[src/rtl/array_output_drain_pkg.sv]
// array_output_drain_pkg: shared sizing, requant config type and int8 saturation.
// Revision 1.0
`default_nettype none

package array_output_drain_pkg;

  localparam int MAX_N  = 16;
  localparam int N_BITS = $clog2(MAX_N);

  typedef struct packed {
    logic signed [31:0] mult;
    logic        [5:0]  shift;
    logic signed [7:0]  zp;
  } requant_cfg_t;

  function automatic logic [7:0] sat_int8(input logic signed [65:0] v);
    if (v > 66'sd127)       return 8'h7F;
    else if (v < -66'sd128) return 8'h80;
    else                    return v[7:0];
  endfunction

endpackage

`default_nettype wire

[src/rtl/array_output_drain_requant_unit.sv]
// requant_unit: two-stage int32 -> int8 requantizer (multiply, round-shift, zero point, saturate).
// Revision 1.0
`default_nettype none

module requant_unit
  import array_output_drain_pkg::*;
#(
  parameter int TAG_W = 8
) (
  input  logic               clk,
  input  logic               reset,
  input  logic               en,
  input  requant_cfg_t       cfg,
  input  logic               in_valid,
  input  logic signed [31:0] in_acc,
  input  logic [TAG_W-1:0]   in_tag,
  output logic               out_valid,
  output logic [7:0]         out_byte,
  output logic [TAG_W-1:0]   out_tag,
  output logic               busy
);

  logic               s2_valid;
  logic signed [63:0] s2_prod;
  logic [TAG_W-1:0]   s2_tag;
  logic signed [63:0] acc_ext;
  logic signed [63:0] mult_ext;
  logic signed [64:0] half;
  logic signed [64:0] rnd_sum;
  logic signed [64:0] rnd;
  logic signed [65:0] with_zp;

  assign acc_ext  = {{32{in_acc[31]}}, in_acc};
  assign mult_ext = {{32{cfg.mult[31]}}, cfg.mult};
  assign busy     = s2_valid || out_valid;

  // One extra bit of headroom: 2^62 product plus a 2^62 rounding term must not wrap.
  always_comb begin
    half    = 65'sd1 <<< (cfg.shift - 6'd1);
    rnd_sum = {s2_prod[63], s2_prod};
    if (cfg.shift != 6'd0) rnd_sum = rnd_sum + half;
    rnd     = rnd_sum >>> cfg.shift;
    with_zp = {rnd[64], rnd} + {{58{cfg.zp[7]}}, cfg.zp};
  end

  always_ff @(posedge clk or negedge reset) begin
    if (!reset) begin
      s2_valid  <= 1'b0;
      s2_prod   <= '0;
      s2_tag    <= '0;
      out_valid <= 1'b0;
      out_byte  <= '0;
      out_tag   <= '0;
    end else if (en) begin
      s2_valid  <= in_valid;
      s2_prod   <= acc_ext * mult_ext;
      s2_tag    <= in_tag;
      out_valid <= s2_valid;
      out_byte  <= sat_int8(with_zp);
      out_tag   <= s2_tag;
    end
  end

endmodule

`default_nettype wire

[src/rtl/array_output_drain.sv]
// array_output_drain: pops tagged accumulators, requantizes to int8 and writes packed words.
// Revision 1.0
`default_nettype none

module array_output_drain #(
  parameter int MAX_N  = 16,
  parameter int N_BITS = $clog2(MAX_N),
  parameter int ADDR_W = 2 * N_BITS
) (
  input  logic               clk,
  input  logic               reset,
  input  logic               in_valid,
  input  logic signed [31:0] in_output,
  input  logic [N_BITS-1:0]  in_row,
  input  logic [N_BITS-1:0]  in_col,
  output logic               in_consume,
  input  logic signed [31:0] cfg_mult,
  input  logic [5:0]         cfg_shift,
  input  logic signed [7:0]  cfg_zp,
  input  logic [N_BITS:0]    cfg_n,
  input  logic [ADDR_W-1:0]  cfg_base,
  input  logic               flush,
  output logic               flush_done,
  output logic               mem_wr_en,
  output logic [ADDR_W-1:0]  mem_wr_addr,
  output logic [31:0]        mem_wr_data,
  output logic [3:0]         mem_wr_strb,
  input  logic               mem_ready,
  output logic               idle
);
  import array_output_drain_pkg::*;

  logic               adv, drained, flush_pending, flush_complete;
  logic               s1_valid, s3_valid, rq_busy;
  logic signed [31:0] s1_acc;
  logic [N_BITS-1:0]  s1_row, s1_col;
  logic [ADDR_W-1:0]  s1_b, s3_b, s3_word;
  logic [1:0]         s3_lane;
  logic [7:0]         s3_byte;
  requant_cfg_t       cfg;

  logic               pack_valid, pack_valid_nx;
  logic [ADDR_W-1:0]  pack_addr, pack_addr_nx, emit_addr;
  logic [31:0]        pack_data, pack_data_nx, merged_data, emit_data;
  logic [3:0]         pack_strb, pack_strb_nx, merged_strb, emit_strb;
  logic               emit;

  assign adv        = !(mem_wr_en && !mem_ready);
  assign in_consume = in_valid && adv && !flush_pending;
  assign cfg        = '{mult: cfg_mult, shift: cfg_shift, zp: cfg_zp};
  assign s1_b       = ADDR_W'(s1_row) * ADDR_W'(cfg_n) + ADDR_W'(s1_col);
  assign s3_word    = cfg_base + (s3_b >> 2);
  assign s3_lane    = s3_b[1:0];
  assign drained    = !s1_valid && !rq_busy;
  assign idle       = drained && !pack_valid && !mem_wr_en && !flush_pending;
  // Flush ends when nothing is left upstream and the port is empty or handing off its last word.
  assign flush_complete = flush_pending && drained && !pack_valid && (!mem_wr_en || mem_ready);

  requant_unit #(.TAG_W(ADDR_W)) u_requant (
    .clk       (clk),
    .reset     (reset),
    .en        (adv),
    .cfg       (cfg),
    .in_valid  (s1_valid),
    .in_acc    (s1_acc),
    .in_tag    (s1_b),
    .out_valid (s3_valid),
    .out_byte  (s3_byte),
    .out_tag   (s3_b),
    .busy      (rq_busy)
  );

  always_comb begin
    emit          = 1'b0;
    emit_addr     = pack_addr;
    emit_data     = pack_data;
    emit_strb     = pack_strb;
    pack_valid_nx = pack_valid;
    pack_addr_nx  = pack_addr;
    pack_data_nx  = pack_data;
    pack_strb_nx  = pack_strb;
    merged_data   = pack_data;
    merged_data[8*s3_lane +: 8] = s3_byte;
    merged_strb   = pack_strb | (4'b0001 << s3_lane);
    if (adv && s3_valid) begin
      if (pack_valid && pack_addr == s3_word) begin
        if (merged_strb == 4'hF) begin
          emit          = 1'b1;
          emit_data     = merged_data;
          emit_strb     = 4'hF;
          pack_valid_nx = 1'b0;
        end else begin
          pack_data_nx = merged_data;
          pack_strb_nx = merged_strb;
        end
      end else begin
        emit          = pack_valid;
        pack_valid_nx = 1'b1;
        pack_addr_nx  = s3_word;
        pack_data_nx  = {24'd0, s3_byte} << (8 * s3_lane);
        pack_strb_nx  = 4'b0001 << s3_lane;
      end
    end else if (adv && flush_pending && drained && pack_valid) begin
      emit          = 1'b1;
      pack_valid_nx = 1'b0;
    end
  end

  always_ff @(posedge clk or negedge reset) begin
    if (!reset) begin
      s1_valid      <= 1'b0;
      s1_acc        <= '0;
      s1_row        <= '0;
      s1_col        <= '0;
      pack_valid    <= 1'b0;
      pack_addr     <= '0;
      pack_data     <= '0;
      pack_strb     <= '0;
      mem_wr_en     <= 1'b0;
      mem_wr_addr   <= '0;
      mem_wr_data   <= '0;
      mem_wr_strb   <= '0;
      flush_pending <= 1'b0;
      flush_done    <= 1'b0;
    end else begin
      if (adv) begin
        s1_valid   <= in_consume;
        if (in_consume) begin
          s1_acc <= in_output;
          s1_row <= in_row;
          s1_col <= in_col;
        end
        pack_valid <= pack_valid_nx;
        pack_addr  <= pack_addr_nx;
        pack_data  <= pack_data_nx;
        pack_strb  <= pack_strb_nx;
        mem_wr_en  <= emit;
        if (emit) begin
          mem_wr_addr <= emit_addr;
          mem_wr_data <= emit_data;
          mem_wr_strb <= emit_strb;
        end else begin
          mem_wr_strb <= 4'h0;
        end
      end
      flush_done <= flush_complete;
      if (flush_complete) flush_pending <= 1'b0;
      else if (flush)     flush_pending <= 1'b1;
    end
  end

endmodule

`default_nettype wire

[config.mk]
export PLATFORM = sky130hd
export DESIGN_NAME = array_output_drain
export DESIGN_NICKNAME = d
export VERILOG_FILES = /design/src/rtl/array_output_drain_pkg.sv /design/src/rtl/array_output_drain_requant_unit.sv /design/src/rtl/array_output_drain.sv
export SDC_FILE = /design/constraint.sdc
export NUM_CORES = 2
export LEC_CHECK = 0
export CAP_MARGIN = 0
export CORE_MARGIN = 1.5
export CORE_UTILIZATION = 40
export DETAILED_ROUTE_END_ITERATION = 7
export PLACE_DENSITY = 0.65
export SYNTH_ARGS = -nofsm -noshare
export SYNTH_HDL_FRONTEND = slang
export SYNTH_SLANG_ARGS = --single-unit
[constraint.sdc]
create_clock -name clk -period 9.4 [get_ports clk]
set_clock_uncertainty 0.1 [all_clocks]
set_input_delay 1.88 -clock clk [delete_from_list [all_inputs] [get_ports clk]]
set_output_delay 1.88 -clock clk [all_outputs]
set_load 0.01 [all_outputs]
==> results.md <==
* Max Freq at 108 MHz
* Min cycle time layout at 9.30 ns
* Largest delay share family, worst path: simple AND/OR/NAND/NOR gates
* Die H at 400 um
* R2r endpoint: u_requant.s2_prod[57]
* Layout cells sized above 1 at 0.258
* DRC at 0
* Full die area at between 150000 and 200000 um2
* Placed Area at 76900 um2
* Latest clock arrival within the worst-skew pair at approximately 0.65 ns
* Max incr delay on CP at 0.58 ns
* Post-DP HPWL at 189 mm
* Simple-gate share of the synthesized area at 0.182
* Asr flop ratio synth at 1.00
* Final Cycle Share at 0.989
* Final setup fails at 0
* Final Instance Area at 82200 um2
* Worst Path Max Fanout at 8
* Syn_area_per_cell at 8.29 um2
* Layout fillers at around 14000
* CTS max path bufs at 3
* Starting Density at 0.404
* Flops & latches, synth at ~220
* Share of the synthesized area in the top cell type at 0.347
* Data required time of the worst path at just under 10 ns
* Root Buffer: clkbuf_16
* Startpoint class of the critical path: primary input
* Synthesized Nets at 9155
* Synth cell types at approximately 110
* P&R area growth vs syn at 30.2%
* CTS tree: built
* WL per Instance at slightly above 20 um
* DRT iter0 DRCs at 4554
* Vias at 60000
* Synth Warn # at 0
* Post-Synth Adder-Cell Area at 0.415
* Vias per std cell at ~5.5
* Reg area at 5580 um2
* RSZ-0062 raised after global routing: true
* Post-Syn Area at 63100 um2
* Post-synthesis mux area share at 0.0419
* FF-to-FF setup slack at 0.81 ns
* WS Path Type: in -> reg
* Placer Congestion at 1.03
* Rows at 145
* Fin. max-slew vios at 0
* Synth area leaders: fa_1 35%, dfrtp_1 8.8%, inv_1 7.1%
* CP most frequent cell: buf_4
* Post-synthesis compound-gate area fraction at 0.149
* CP endpoint kind: flip-flop
* Initial antenna violation count at 3
* Slowest-stage cell, CP: or4_4
* Die Width at 400 um
* Detail Route Antenna Nets at 0
* Status: finished, final reports clean
* H-tree level count at 1
* Prevailing post-synth register cell: dfrtp_1
* Seq/Total Area, Yosys at 0.0884
* CP Capture Point: u_requant.out_byte[6]
* Clock-pin slew on the worst setup and hold paths at 0.07 ns
* Core area at 156000 um2
* Vias in the first global route at around 62000
* Area of the multi-input gates at 54200 um2
* DRT Pass-1 Iters at 5
* Post-Synthesis Cells at 7614
* Post-Route WL at 227 mm
* Final Hold Viols at 0
* Gr usage total at 0.281
* Total grt overflow at 0
* TritonCTS buffer count at 29
* Critical path buffer and inverter count at 8
* Largest area contributor in the netlist: fa_1
* Pin count of the biggest net entering global routing at 122
* First-pass GRT wire length at 353 mm
* Synth Area in XOR/XNOR at 0.0248
* Post-layout nets at 10400
* Max Cap Violations at 0
* Worst hold path type: reg -> reg
* Slew headroom at 0.296
* Port Buffers at about 150
* Crit path DAT at slightly below 10 ns
* Register-to-Register Path Depth at 30
* WP depth at 35
* EDFF count, synth at 0
* Largest family of logic cells by synthesized area: adder cells
* Slew at the pin closest to its max-slew limit at 1.06 ns
* FF-to-FF Start: s1_acc[4]
* Top-level port count at 152
* Critical Path Source: cfg_shift[4]
* # clock sinks at about 220
## repair_timing
| action | in CTS | in global routing |
|---|---|---|
| gates resized for setup | 229 | 549 |
| cloned | 5 | 2 |
| hold buffers | 0 | 0 |
| pin swaps | 72 | 276 |
| setup buffers | 33 | 80 |
| setup endpoints to repair | 21 | 23 |
## layer usage
layer  routed length, um  global-route usage  vias to the layer above
met5                  19                   0                        -
met2              110000               0.481                     2158
li1                    -                   -                    27300
met3               13900              0.0269                      460
met4                9290              0.0984                        2
met1               94300               0.370                    30100
## worst min-delay path by stage
stage                              startpoint                   to  slack (ns)  depth (start not counted)
after detailed placement       mem_wr_strb[0]       mem_wr_strb[0]        0.36                          2
final                          mem_wr_strb[2]       mem_wr_strb[2]        0.37                          2
after floorplan           u_requant.s2_tag[0]  u_requant.s2_tag[0]        0.34                          2
after global placement         mem_wr_strb[2]       mem_wr_strb[2]        0.35                          2
after global routing           mem_wr_strb[0]       mem_wr_strb[0]        0.38                          2
after CTS                      mem_wr_strb[0]       mem_wr_strb[0]        0.37                          2
## logic make-up after synthesis
group | count (synthesis)
AND/OR/NAND/NOR | 2484
AO/OA/AOI/OAI | 1417
buffers and inverters | 1650
adder cells (fa/ha/maj) | 1437
flip-flops | 223
XOR/XNOR | 177
multiplexers | 226
## final cells by class
class / instances / area share
multi-input combinational: 5741 / 0.660
inverter: 1205 / 0.0552
sequential: 223 / 0.0679
clock buffer: 36 / 0.00976
tap: 2058 / 0.0313
antenna: 2 / 0.0000609
clock inverter: 16 / 0.00234
timing repair buffer: 1704 / 0.174
## synthesized netlist by cell type (all sizes together), types with 15 or more instances
cell type and n:
nand2b 55, fa 1093, o221ai 21, a21o 107, mux4 23, nor3 128
dfrtp 223, a31oi 33, nand4 94, nand3 79, o21ai 276, or2 34
mux2 74, ha 344, o21bai 35, buf 76, a211oi 45, nor2b 23
xor2 66, a221o 19, o22a 33, nand2 1133, inv 1199, a21oi 457
nor2 455, o21a 45, or3 25, and3 33, o31ai 18, a311oi 15
a221oi 28, o211ai 52, o22ai 21, a21boi 17, xnor2 110, nor4 29
and2 344, o211a 15, mux2i 129, clkbuf 369
## flip-flops by register name, summed over array words and instances (netlist names)
name                 count
emit_addr                8
flush_done               1
flush_pending            1
mem_wr_addr              8
mem_wr_data             32
mem_wr_en                1
mem_wr_strb              4
pack_data               32
pack_strb                4
pack_valid               1
s1_acc                  32
s1_col                   4
s1_row                   4
s1_valid                 1
u_requant.out_byte       8
u_requant.out_tag        8
u_requant.out_valid      1
u_requant.s2_prod       64
u_requant.s2_tag         8
u_requant.s2_valid       1
## tightest hold or removal path, stage by stage (launching register included)
cell	delay, ns
dfrtp_1	0.34
nand2_1	0.05
nand2_1	0.05
## stage by stage
step | util | TNS (ns) | std cells | hold slack, ns | setup slack [ns]
floorplan | - | 0 | 7614 | 0.339 | 0.0209
global placement | 0.492 | -27.65 | 10800 | 0.354 | -1.69
global route | 0.525 | -0.614 | 11000 | 0.380 | -0.0859
CTS | 0.507 | -0.00707 | 10900 | 0.371 | -0.00707
detailed placement | 0.492 | -29.39 | 10800 | 0.357 | -1.65
finish | 0.525 | 0 | 11000 | 0.367 | 0.0991
## cell usage in the layout (no fill, tap or decap), drive strengths merged, types with 55 or more instances in the layout
cell / n
a21o: 107
a21oi: 457
and2: 344
buf: 1554
clkdlybuf4s50: 115
dfrtp: 223
fa: 1093
ha: 344
inv: 1203
mux2: 74
mux2i: 129
nand2: 1133
nand2b: 55
nand3: 79
nand4: 94
nor2: 455
nor3: 128
o21ai: 276
xnor2: 110
xor2: 66
Power is not shown: default switching activity piles up to over one toggle a cycle in this logic, so the estimate is an artifact.
